[src/rtl/compare_serial.sv]
// Purpose : serial magnitude comparator, two N-bit operands streamed D bits per valid cycle -> g/e/l.
// Latency : done pulses the cycle after the last digit is sampled; start is accepted in IDLE/DONE only.
// Backpress: none; in_valid_i gaps simply stall the digit counter, digits outside RUN are dropped.
//
// Ports:
//   clk, rst          clock / synchronous active-high reset
//   start_i           begin a new comparison (ignored while busy)
//   in_valid_i        x_i/y_i carry a digit this cycle
//   x_i, y_i          current D-bit digits of the two operands
//   busy_o            high while digits are being consumed
//   done_o            one-cycle pulse, g/e/l final
//   g_o, e_o, l_o     x > y, x == y, x < y (exactly one is high, all registered)
module compare_serial #(
    parameter int N         = 64,
    parameter int D         = 2,
    parameter int SIGNED    = 0,
    parameter int MSB_FIRST = 1
) (
    input  logic         clk,
    input  logic         rst,
    input  logic         start_i,
    input  logic         in_valid_i,
    input  logic [D-1:0] x_i,
    input  logic [D-1:0] y_i,
    output logic         busy_o,
    output logic         done_o,
    output logic         g_o,
    output logic         e_o,
    output logic         l_o
);

    localparam int C  = N / D;
    localparam int CW = (C > 1) ? $clog2(C) : 1;

    localparam logic [CW-1:0] LAST_IDX = CW'(C - 1);
    // The digit carrying the operand sign bits.
    localparam logic [CW-1:0] SIGN_IDX = (MSB_FIRST != 0) ? '0 : CW'(C - 1);

    typedef enum logic [1:0] {
        S_IDLE,
        S_RUN,
        S_DONE
    } state_t;

    state_t        state_q;
    logic [CW-1:0] cnt_q;
    logic          busy_q, done_q;
    logic          g_q, e_q, l_q;

    logic [D-1:0]  xs, ys;
    logic          sign_flip;
    logic          dgt, dlt;
    logic          g_d, e_d, l_d;
    logic [CW-1:0] cnt_d;

    // Digit relation and result update for the digit on the inputs this cycle.
    always_comb begin
        // Flipping the top bit of the sign digit maps two's-complement order
        // onto unsigned order, so one unsigned comparator serves both modes.
        sign_flip = (SIGNED != 0) && (cnt_q == SIGN_IDX);
        xs        = x_i;
        ys        = y_i;
        xs[D-1]   = x_i[D-1] ^ sign_flip;
        ys[D-1]   = y_i[D-1] ^ sign_flip;
        dgt       = (xs > ys);
        dlt       = (xs < ys);

        g_d   = g_q;
        e_d   = e_q;
        l_d   = l_q;
        cnt_d = cnt_q + 1'b1;

        if (MSB_FIRST != 0) begin
            // First unequal digit from the top decides; later digits are ignored.
            if (e_q && (dgt || dlt)) begin
                g_d = dgt;
                l_d = dlt;
                e_d = 1'b0;
            end
        end else begin
            // Each unequal digit is more significant than all before it, so it overrides.
            if (dgt || dlt) begin
                g_d = dgt;
                l_d = dlt;
                e_d = 1'b0;
            end
        end
    end

    always_ff @(posedge clk) begin
        if (rst) begin
            state_q <= S_IDLE;
            cnt_q   <= '0;
            busy_q  <= 1'b0;
            done_q  <= 1'b0;
            g_q     <= 1'b0;
            e_q     <= 1'b1;
            l_q     <= 1'b0;
        end else begin
            case (state_q)
                S_IDLE, S_DONE: begin
                    done_q <= 1'b0;
                    // A digit presented together with start is dropped.
                    if (start_i) begin
                        state_q <= S_RUN;
                        cnt_q   <= '0;
                        busy_q  <= 1'b1;
                        g_q     <= 1'b0;
                        e_q     <= 1'b1;
                        l_q     <= 1'b0;
                    end
                end
                S_RUN: begin
                    if (in_valid_i) begin
                        g_q   <= g_d;
                        e_q   <= e_d;
                        l_q   <= l_d;
                        cnt_q <= cnt_d;
                        if (cnt_q == LAST_IDX) begin
                            state_q <= S_DONE;
                            busy_q  <= 1'b0;
                            done_q  <= 1'b1;
                        end
                    end
                end
                default: begin
                    state_q <= S_IDLE;
                    busy_q  <= 1'b0;
                    done_q  <= 1'b0;
                end
            endcase
        end
    end

    assign busy_o = busy_q;
    assign done_o = done_q;
    assign g_o    = g_q;
    assign e_o    = e_q;
    assign l_o    = l_q;

endmodule
[config.mk]
export PLATFORM = sky130hd
export DESIGN_NAME = compare_serial
export DESIGN_NICKNAME = d
export VERILOG_FILES = /design/src/rtl/compare_serial.sv
export SDC_FILE = /design/constraint.sdc
export NUM_CORES = 1
export LEC_CHECK = 0
export BUFFER_PORTS_ARGS = -buffer_cell sky130_fd_sc_hd__buf_4
export CORE_UTILIZATION = 45
export DETAILED_ROUTE_END_ITERATION = 10
export PLACE_DENSITY = 0.82
export SLEW_MARGIN = 20
export SYNTH_ARGS = -nofsm -noshare
export SYNTH_HDL_FRONTEND = slang
export SYNTH_SLANG_ARGS = --single-unit
[constraint.sdc]
create_clock -name clk -period 1.35 [get_ports clk]
set_input_delay 0.27 -clock clk [delete_from_list [all_inputs] [get_ports clk]]
set_output_delay 0.27 -clock clk [all_outputs]
set_load 0.1 [all_outputs]
==> flow_summary.toml, run 1 <==
[logic_synthesis]
postSynthCellCount = 69
netlist_top_cells_area = "sky130_fd_sc_hd__dfxtp_1, sky130_fd_sc_hd__ha_1, sky130_fd_sc_hd__nand2_1"
share_of_synthesized_area_occupied_by_flip_flops_and_latches = 0.401
synth.top_cell.area_share = 0.401
post_synth_num_cell_types = 25
ys_seq_elements = 12
post_synth_instance_area_um2 = 599
avgSynthCellArea_um2 = 8.69
postSynthNetCount = 81
netlist.top_cell.by_area = "sky130_fd_sc_hd__dfxtp_1"
yosys_warnings = 0

[place]
detailedPlacementHpwl_um = 997
weighted_congestion_at_the_end_of_routability_driven_global_placement = 0.728
dp_cells = 101
port_buffers = 12

[timing]
timing.final.hold_violations = 0
timing.final.max_slew_violations = 0
setup_viol = 0
fmax_mhz = 770
post-route-min-period_ns = 1.30
max_slew.worst_pin.slew_ns = 0.321
setup_tns_ns = 0
worst_skew_ns = 0.00255
rsz0062_at_grt = "no"
worst_slew_margin_rel = 0.783
period_share = 0.962
finalHoldWorstSlack_ns = 0.263

[critical_path]
cp_common_cell = "sky130_fd_sc_hd__a21oi_1"
worst-endpoint-arrival_ns = 1.50
critical_path.endpoint_type = "flip-flop"
crit_buf_inv = 0
cpMaxStageDelayCell = "sky130_fd_sc_hd__dfxtp_2"
worstSetupStartpointType = "flip-flop"
required_ns = 1.55
worst_r2r_path_depth = 6
timing.critical_path.fanout_max = 4
critical_path.cell_chain = "ha_1, and3_4, ha_4, a21oi_1, o21ai_1, a21oi_1"
worstSetupPathType = "reg2reg"
max_stage_delay_ns = 0.33
reg2reg_setup_slack_ns = 0.05
critical_path.top_delay_family = "adder cells"
critical_path_cell_count = 6

[drt]
avgViaCountPerCell = 5.40
violation_count_after_the_first_detailed_route_iteration = 13
drc = 0
avgRoutedWirePerCell_um = 13.0
drt_first_pass_iters = 4
wirelength_um = 1370
via_count = 567
route.antenna.remaining_nets = 0

[min_path]
worstHoldPathType = "in2reg"
worstHoldPathCells = 2

[final_layout]
layout.cells.non_filler = 105
layout-drive-gt1-share = 0.330
final_net_count = 104
final_common_cell = "sky130_fd_sc_hd__buf_4"
diodes = 0
highest_count_cells_in_the_layout_ignoring_fill_and_taps = "sky130_fd_sc_hd__buf_4, sky130_fd_sc_hd__nand2_1, sky130_fd_sc_hd__dfxtp_1"
syn_to_final_growth_pct = 35.1

[floorplanning]
start_util = 0.512
floorplan.die.height_um = 38.5
design.core.area_um2 = 1170
floorplan.io_pins = 13
placementRows = 12
floorplan.die_area_um2 = 1480
dieWidth_um = 38.5

[flow_run]
timing.max_cap.violations = 0

[global_routing]
peak_usage_layer_in_the_global_routing_report = "met2"
use_met2 = 0.371
track_usage = 0.219
first_global_vias = 504
global_route_wire_length_before_repair_um = 2170
global_route.usage.met3 = 0.0698
antenna_found_initial = 0
globalRoute.totalOverflow = 0
grtUsageMet1 = 0.255
pin_count_of_the_biggest_net_entering_global_routing = 14

[pwr]
peakVddDrop_mv = 0.562
static-leakage-power_nw = 0.370
power.density_cell_area_nw_per_um2 = 1000

[clocking]
tritoncts = "done"
cts-buffers-inserted = 3
clkTransAtPathRegs_ns = 0.07
clk-insertion-delay-late_ns = 0.27
cts_htree_levels = 1
clock-sinks = 12
cts_hold_buffers = 0
cts-root-buf = "sky130_fd_sc_hd__clkbuf_4"
cts.path.max_buffers = 2
count_of_buffers_added_by_post_cts_timing_repair_for_setup = 0

[status]
status = "finished clean"
## worst register-to-register path: stages, from the launching register on
cell                      delay (ns)
sky130_fd_sc_hd__dfxtp_2        0.33
sky130_fd_sc_hd__ha_1           0.20
sky130_fd_sc_hd__and3_4         0.19
sky130_fd_sc_hd__ha_4           0.17
sky130_fd_sc_hd__a21oi_1        0.12
sky130_fd_sc_hd__o21ai_1        0.08
sky130_fd_sc_hd__a21oi_1        0.15
## registers in the layout (all words and copies together) (netlist names)
register / flops
state_q: 2
busy_o: 1
done_o: 1
g_o: 1
l_o: 1
e_o: 1
cnt_q: 5
## power breakdown
group	switching, mW	total (mW)	internal, mW
combinational	0.103	0.164	0.0609
sequential	0.00705	0.372	0.365
clock	0.114	0.277	0.164
## per-layer routing
| metal | share of wire | wire, µm |
|---|---|---|
| met3 | 0.051 | 69 |
| met1 | 0.42 | 576 |
| met2 | 0.52 | 710 |
| met4 | 0.0066 | 9 |
| met5 | 0 | 0 |
## final cells by class
| cell class | count | area (µm²) |
|---|---|---|
| fillers | 101 | 362 |
| multi-input cells | 51 | 348 |
| flip-flops and latches | 12 | 243 |
| repair buffers | 20 | 150 |
| clock buffers | 4 | 36.3 |
| well taps | 14 | 17.5 |
| inverters | 4 | 15.0 |
## Yosys cell counts, drive strengths merged
cell type,instances
a21o,1
a21oi,7
a31oi,1
a32o,1
a41o,1
and3,1
and3b,1
and4b,1
buf,2
dfxtp,12
ha,4
inv,4
nand2,10
nand2b,2
nand3,3
nand4,1
nor2,4
nor2b,3
nor3,3
nor3b,1
nor4b,1
o211ai,1
o21ai,2
xor2,2
## cells by family (layout without fill, tap and decap cells)
kind of cell             Yosys count  after routing  share of synthesized area
AND/OR/NAND/NOR                   31             31                      0.269
AO/OA/AOI/OAI                     14             14                      0.167
flip-flops                        12             12                      0.401
buffers and inverters              6             28                     0.0501
adder cells (fa/ha/maj)            4              4                     0.0835
XOR/XNOR                           2              2                     0.0292
## worst paths after layout
path / start / to
setup / recovery: cnt_q[0]$_SDFFE_PP0P_ / busy_o$_SDFFE_PP0P_
hold / removal: rst / cnt_q[0]$_SDFFE_PP0P_
setup reg to reg: cnt_q[0]$_SDFFE_PP0P_ / busy_o$_SDFFE_PP0P_
hold reg to reg: e_o$_SDFFE_PP1P_ / e_o$_SDFFE_PP1P_
## timing repair
item / 4_1_cts / 5_1_grt
gates resized for setup: 1 / 5
endpoints found under the setup margin: 1 / 3
pin swaps: 1 / 1
## through the flow
step / area (µm²) / setup WS (ns) / utilization / power, mW
floorplan: 601 / 0.00295 / - / 0.483
global placement: 753 / -0.0511 / 0.643 / 0.537
detailed placement: 753 / -0.0769 / 0.643 / 0.541
CTS: 792 / 0.0148 / 0.676 / 0.820
global route: 810 / 0.00835 / 0.691 / 0.849
finish: 810 / 0.0511 / 0.691 / 0.813
Power figures use the tool's default switching activity.
==> run 2: changes to the inputs <==
--- a/config.mk
+++ b/config.mk
@@ -8,7 +8,7 @@
 export BUFFER_PORTS_ARGS = -buffer_cell sky130_fd_sc_hd__buf_4
 export CORE_UTILIZATION = 45
 export DETAILED_ROUTE_END_ITERATION = 10
-export PLACE_DENSITY = 0.82
+export PLACE_DENSITY = 0.71
 export SLEW_MARGIN = 20
 export SYNTH_ARGS = -nofsm -noshare
 export SYNTH_HDL_FRONTEND = slang
==> flow_summary.toml, run 2 (synthesis gave the netlist of run 1 again) <==
[clocking]
cts-buffers-inserted = 3
count_of_buffers_added_by_post_cts_timing_repair_for_setup = 0
tritoncts = "done"
cts.path.max_buffers = 2
clk-insertion-delay-late_ns = 0.28
clkTransAtPathRegs_ns = 0.07
cts_htree_levels = 1
clock-sinks = 12
cts-root-buf = "sky130_fd_sc_hd__clkbuf_4"
cts_hold_buffers = 0
post_cts_resize_count = 0

[drt]
wirelength_um = 1200
drc = 0
avgViaCountPerCell = 5.27
violation_count_after_the_first_detailed_route_iteration = 11
avgRoutedWirePerCell_um = 11.5
drt_first_pass_iters = 2
via_count = 548
route.antenna.remaining_nets = 0

[global_routing]
globalRoute.totalOverflow = 0
antenna_found_initial = 0
pin_count_of_the_biggest_net_entering_global_routing = 14
track_usage = 0.203
first_global_vias = 461
global_route_wire_length_before_repair_um = 1960

[floorplanning]
placementRows = 12
start_util = 0.512
floorplan.die_area_um2 = 1480
floorplan.io_pins = 13
dieWidth_um = 38.5
design.core.area_um2 = 1170
floorplan.die.height_um = 38.5

[critical_path]
worstReg2RegStart = "state_q[1]$_SDFFE_PP0P_"
worstSetupPathType = "reg2reg"
worst-endpoint-arrival_ns = 1.44
timing.critical_path.fanout_max = 4
required_ns = 1.52
worstSetupStartpointType = "flip-flop"
rr_endpoint = "g_o$_SDFFE_PP0P_"
worst_r2r_path_depth = 4
reg2reg_setup_slack_ns = 0.09
critical_path.endpoint_type = "flip-flop"

[final_layout]
layout.cells.non_filler = 104
design_area_um2 = 803
largestRegisters = "cnt_q: 5 flops, state_q: 2 flops"
final_net_count = 103
diodes = 0
highest_count_cells_in_the_layout_ignoring_fill_and_taps = "sky130_fd_sc_hd__buf_4, sky130_fd_sc_hd__dfxtp_1, sky130_fd_sc_hd__nand2_1"
layout-drive-gt1-share = 0.311
largest_register = "cnt_q"
syn_to_final_growth_pct = 34.0
final_core_utilization = 0.686
largest_register_ffs = 5
final_common_cell = "sky130_fd_sc_hd__buf_4"

[pwr]
power.total_mw = 0.817
power.density_cell_area_nw_per_um2 = 1020
static-leakage-power_nw = 0.365
peakVddDrop_mv = 0.814

[timing]
worst_skew_ns = 0.00345
fmax_mhz = 791
rsz0062_at_grt = "no"
max_slew.worst_pin.slew_ns = 0.249
post-route-min-period_ns = 1.26
timing.final.max_slew_violations = 0
timing.final.hold_violations = 0
period_share = 0.936
setup_viol = 0
finalWorstSetupSlack_ns = 0.0858
worst_slew_margin_rel = 0.832

[place]
detailedPlacementHpwl_um = 951
port_buffers = 12
dp_cells = 100
dpl_worst_slack_ns = -0.0994
weighted_congestion_at_the_end_of_routability_driven_global_placement = 0.695
dpl-instance-area_um2 = 746

[min_path]
min_delay_worst_endpoint = "cnt_q[4]$_SDFFE_PP0P_"
worstHoldPathType = "in2reg"
worstHoldPathCells = 2
hp_start = "rst"

[status]
status = "finished clean"

[flow_run]
timing.max_cap.violations = 0
==> run 2: cell types whose count changed in the layout (fill, tap and decap cells not counted) <==
cell / previous run / this run
sky130_fd_sc_hd__a21oi_1: 7 / 6
sky130_fd_sc_hd__a21oi_2: 0 / 1
sky130_fd_sc_hd__and3b_1: 0 / 1
sky130_fd_sc_hd__and3b_2: 1 / 0
sky130_fd_sc_hd__buf_4: 20 / 19
sky130_fd_sc_hd__dfxtp_1: 10 / 11
sky130_fd_sc_hd__dfxtp_2: 2 / 1
sky130_fd_sc_hd__o21ai_0: 1 / 2
sky130_fd_sc_hd__o21ai_1: 1 / 0
==> run 2: critical path: stages, from the launching register on <==
cell                       delay (ns)
sky130_fd_sc_hd__dfxtp_1         0.31
sky130_fd_sc_hd__and3b_1         0.34
sky130_fd_sc_hd__o211ai_4        0.11
sky130_fd_sc_hd__and4b_1         0.20
sky130_fd_sc_hd__a41o_1          0.19
==> run 2: layer usage <==
metal	vias to the layer above	GRT usage	share of wire
met4	0	0.103	0.025
met5	-	0	0
met3	4	0.0698	0.044
met1	248	0.250	0.47
met2	11	0.308	0.46
li1	285	-	-
==> run 2: area by class of cell <==
class                   instances  area, µm²
well taps                      14       17.5
fillers                        96        368
flip-flops and latches         12        241
inverters                       4       15.0
repair buffers                 19        143
clock buffers                   4       36.3
multi-input cells              51        350
==> run 2: how the worst max path moves through the flow <==
stage                                        from                  end  slack, ns  depth (start not counted)
after global routing        cnt_q[0]$_SDFFE_PP0P_  busy_o$_SDFFE_PP0P_       0.03                          6
final                     state_q[1]$_SDFFE_PP0P_     g_o$_SDFFE_PP0P_       0.09                          4
after detailed placement                   x_i[0]     g_o$_SDFFE_PP0P_       -0.1                          7
after floorplan                  g_o$_SDFFE_PP0P_     g_o$_SDFFE_PP0P_      0.003                          2
after CTS                   cnt_q[1]$_SDFFE_PP0P_  busy_o$_SDFFE_PP0P_       0.02                          6
after global placement                     x_i[1]     g_o$_SDFFE_PP0P_      -0.06                          6
==> run 2: power by group <==
group / total (mW) / internal, mW / switching, mW
logic: 0.162 / 0.0609 / 0.101
clock network: 0.284 / 0.164 / 0.120
registers: 0.371 / 0.364 / 0.00653
total: 0.817 / 0.589 / 0.228
==> run 2: metrics by stage <==
| stage | setup TNS [ns] | hold slack [ns] |
|---|---|---|
| 6_report | 0 | 0.253 |
| 5_1_grt | 0 | 0.265 |
| 4_1_cts | 0 | 0.246 |
| 3_5_place_dp | -0.0994 | 0.470 |
| 3_3_place_gp | -0.0571 | 0.457 |
| 2_1_floorplan | 0 | 0.373 |
==> run 3: changes to the inputs <==
--- a/config.mk
+++ b/config.mk
@@ -9,6 +9,7 @@
 export CORE_UTILIZATION = 45
 export DETAILED_ROUTE_END_ITERATION = 10
 export PLACE_DENSITY = 0.71
+export SETUP_SLACK_MARGIN = 0.1
 export SLEW_MARGIN = 20
 export SYNTH_ARGS = -nofsm -noshare
 export SYNTH_HDL_FRONTEND = slang
==> flow_summary.toml, run 3 (synthesis gave the netlist of run 1 again) <==
[status]
status = "finished clean"

[floorplanning]
start_util = 0.512
floorplan.die.height_um = 38.5
dieWidth_um = 38.5
design.core.area_um2 = 1170
floorplan.die_area_um2 = 1480
floorplan.io_pins = 13
placementRows = 12

[drt]
drc = 0
violation_count_after_the_first_detailed_route_iteration = 7
wirelength_um = 1270
route.antenna.remaining_nets = 0
avgRoutedWirePerCell_um = 12.0
avgViaCountPerCell = 5.27
via_count = 559
drt_first_pass_iters = 4

[critical_path]
critical_path.top_delay_family = "flip-flops"
worst-endpoint-arrival_ns = 0.95
reg2reg_setup_slack_ns = 0.14
cpMaxStageDelayCell = "sky130_fd_sc_hd__dfxtp_4"
crit_buf_inv = 1
required_ns = 1.08
max_stage_delay_ns = 0.38
critical_path.cell_chain = "buf_4"
worstSetupPathType = "reg2out"
critical_path.endpoint_type = "primary output"
rr_endpoint = "cnt_q[3]$_SDFFE_PP0P_"
worstSetupStartpointType = "flip-flop"
timing.critical_path.fanout_max = 4
worstReg2RegStart = "state_q[1]$_SDFFE_PP0P_"
worst_r2r_path_depth = 5

[timing]
post-route-min-period_ns = 1.22
setup_tns_ns = 0
worst_slew_margin_rel = 0.791
timing.final.hold_violations = 0
fmax_mhz = 820
setup_viol = 0
period_share = 0.903
rsz0062_at_grt = "yes"
worst_skew_ns = 0.00340
max_slew.worst_pin.slew_ns = 0.309
timing.final.max_slew_violations = 0

[final_layout]
largest_register_ffs = 5
largestRegisters = "cnt_q: 5 flops, state_q: 2 flops"
final_net_count = 105
layout-drive-gt1-share = 0.424
final_common_cell = "sky130_fd_sc_hd__buf_4"
final_core_utilization = 0.743
diodes = 0
multiInputGateArea_um2 = 382
reg_area_um2 = 249
largest_register = "cnt_q"
highest_count_cells_in_the_layout_ignoring_fill_and_taps = "sky130_fd_sc_hd__buf_4, sky130_fd_sc_hd__nand2_1, sky130_fd_sc_hd__dfxtp_1"
nFillCells = 91
syn_to_final_growth_pct = 45.1
design_area_um2 = 870

[global_routing]
track_usage = 0.237
antenna_found_initial = 0
global_route_wire_length_before_repair_um = 2280
globalRoute.totalOverflow = 0
pin_count_of_the_biggest_net_entering_global_routing = 14
first_global_vias = 533

[clocking]
cts.path.max_buffers = 2
cts-root-buf = "sky130_fd_sc_hd__clkbuf_4"
clock-sinks = 12
tritoncts = "done"
clkTransAtPathRegs_ns = 0.08
clk-insertion-delay-late_ns = 0.28
cts-buffers-inserted = 3
cts_htree_levels = 1

[pwr]
static-leakage-power_nw = 0.379
power.density_cell_area_nw_per_um2 = 965
peakVddDrop_mv = 0.842
power.total_mw = 0.839

[place]
dpl-instance-area_um2 = 783
port_buffers = 12
weighted_congestion_at_the_end_of_routability_driven_global_placement = 0.797
detailedPlacementHpwl_um = 967

[flow_run]
timing.max_cap.violations = 0

[min_path]
hp_start = "rst"
worstHoldPathCells = 2
worstHoldPathType = "in2reg"
min_delay_worst_endpoint = "cnt_q[0]$_SDFFE_PP0P_"
==> run 3: cell count changes in the layout (fill, tap and decap cells not counted), sizes merged <==
| cell | before | now |
|---|---|---|
| buf | 19 | 21 |
==> run 3: worst max-delay path by stage <==
stage,startpoint,endpoint,slack [ns],depth (start not counted)
after floorplan,x_i[0],g_o$_SDFFE_PP0P_,0.1,6
after detailed placement,x_i[0],g_o$_SDFFE_PP0P_,-0.04,7
final,e_o$_SDFFE_PP1P_,e_o,0.13,1
after CTS,state_q[1]$_SDFFE_PP0P_,cnt_q[3]$_SDFFE_PP0P_,0.1,5
after global routing,cnt_q[0]$_SDFFE_PP0P_,busy_o$_SDFFE_PP0P_,0.08,6
after global placement,x_i[0],g_o$_SDFFE_PP0P_,-0.006,7
==> run 3: repair_timing <==
| item | in CTS | in global routing |
|---|---|---|
| hold buffers | 0 | 0 |
| cloned | 0 | 0 |
| gates resized for setup | 7 | 2 |
| endpoints found under the setup margin | 4 | 6 |
| buffers inserted | 1 | 1 |
| pin swaps | 1 | 1 |
==> run 3: power by group <==
part           switching [mW]  internal, mW  leakage [nW]  total, mW
logic                   0.106        0.0719         0.259      0.178
clock network           0.126         0.164        0.0210      0.290
registers             0.00727         0.364        0.0991      0.371
total                   0.239         0.600         0.379      0.839
==> run 3: per-stage QoR <==
step	hold slack [ns]	worst slack (ns)	std cells
global route	0.261	0.0753	106
global placement	0.459	-0.00564	100
CTS	0.240	0.0988	105
detailed placement	0.468	-0.0443	100
floorplan	0.373	0.0975	69
finish	0.244	0.131	106
==> run 3: routing by layer <==
metal  track usage  wire length [µm]  share of wire
met5             0                 0              0
met4         0.129                20          0.016
met1         0.277               618           0.49
met2         0.371               595           0.47
met3        0.0872                34          0.027
==> run 3: area by class of cell <==
type	count	share of cell area
inverters	4	0.0173
flip-flops and latches	12	0.286
clock buffers	4	0.0417
repair buffers	21	0.196
multi-input cells	51	0.439
well taps	14	0.0201
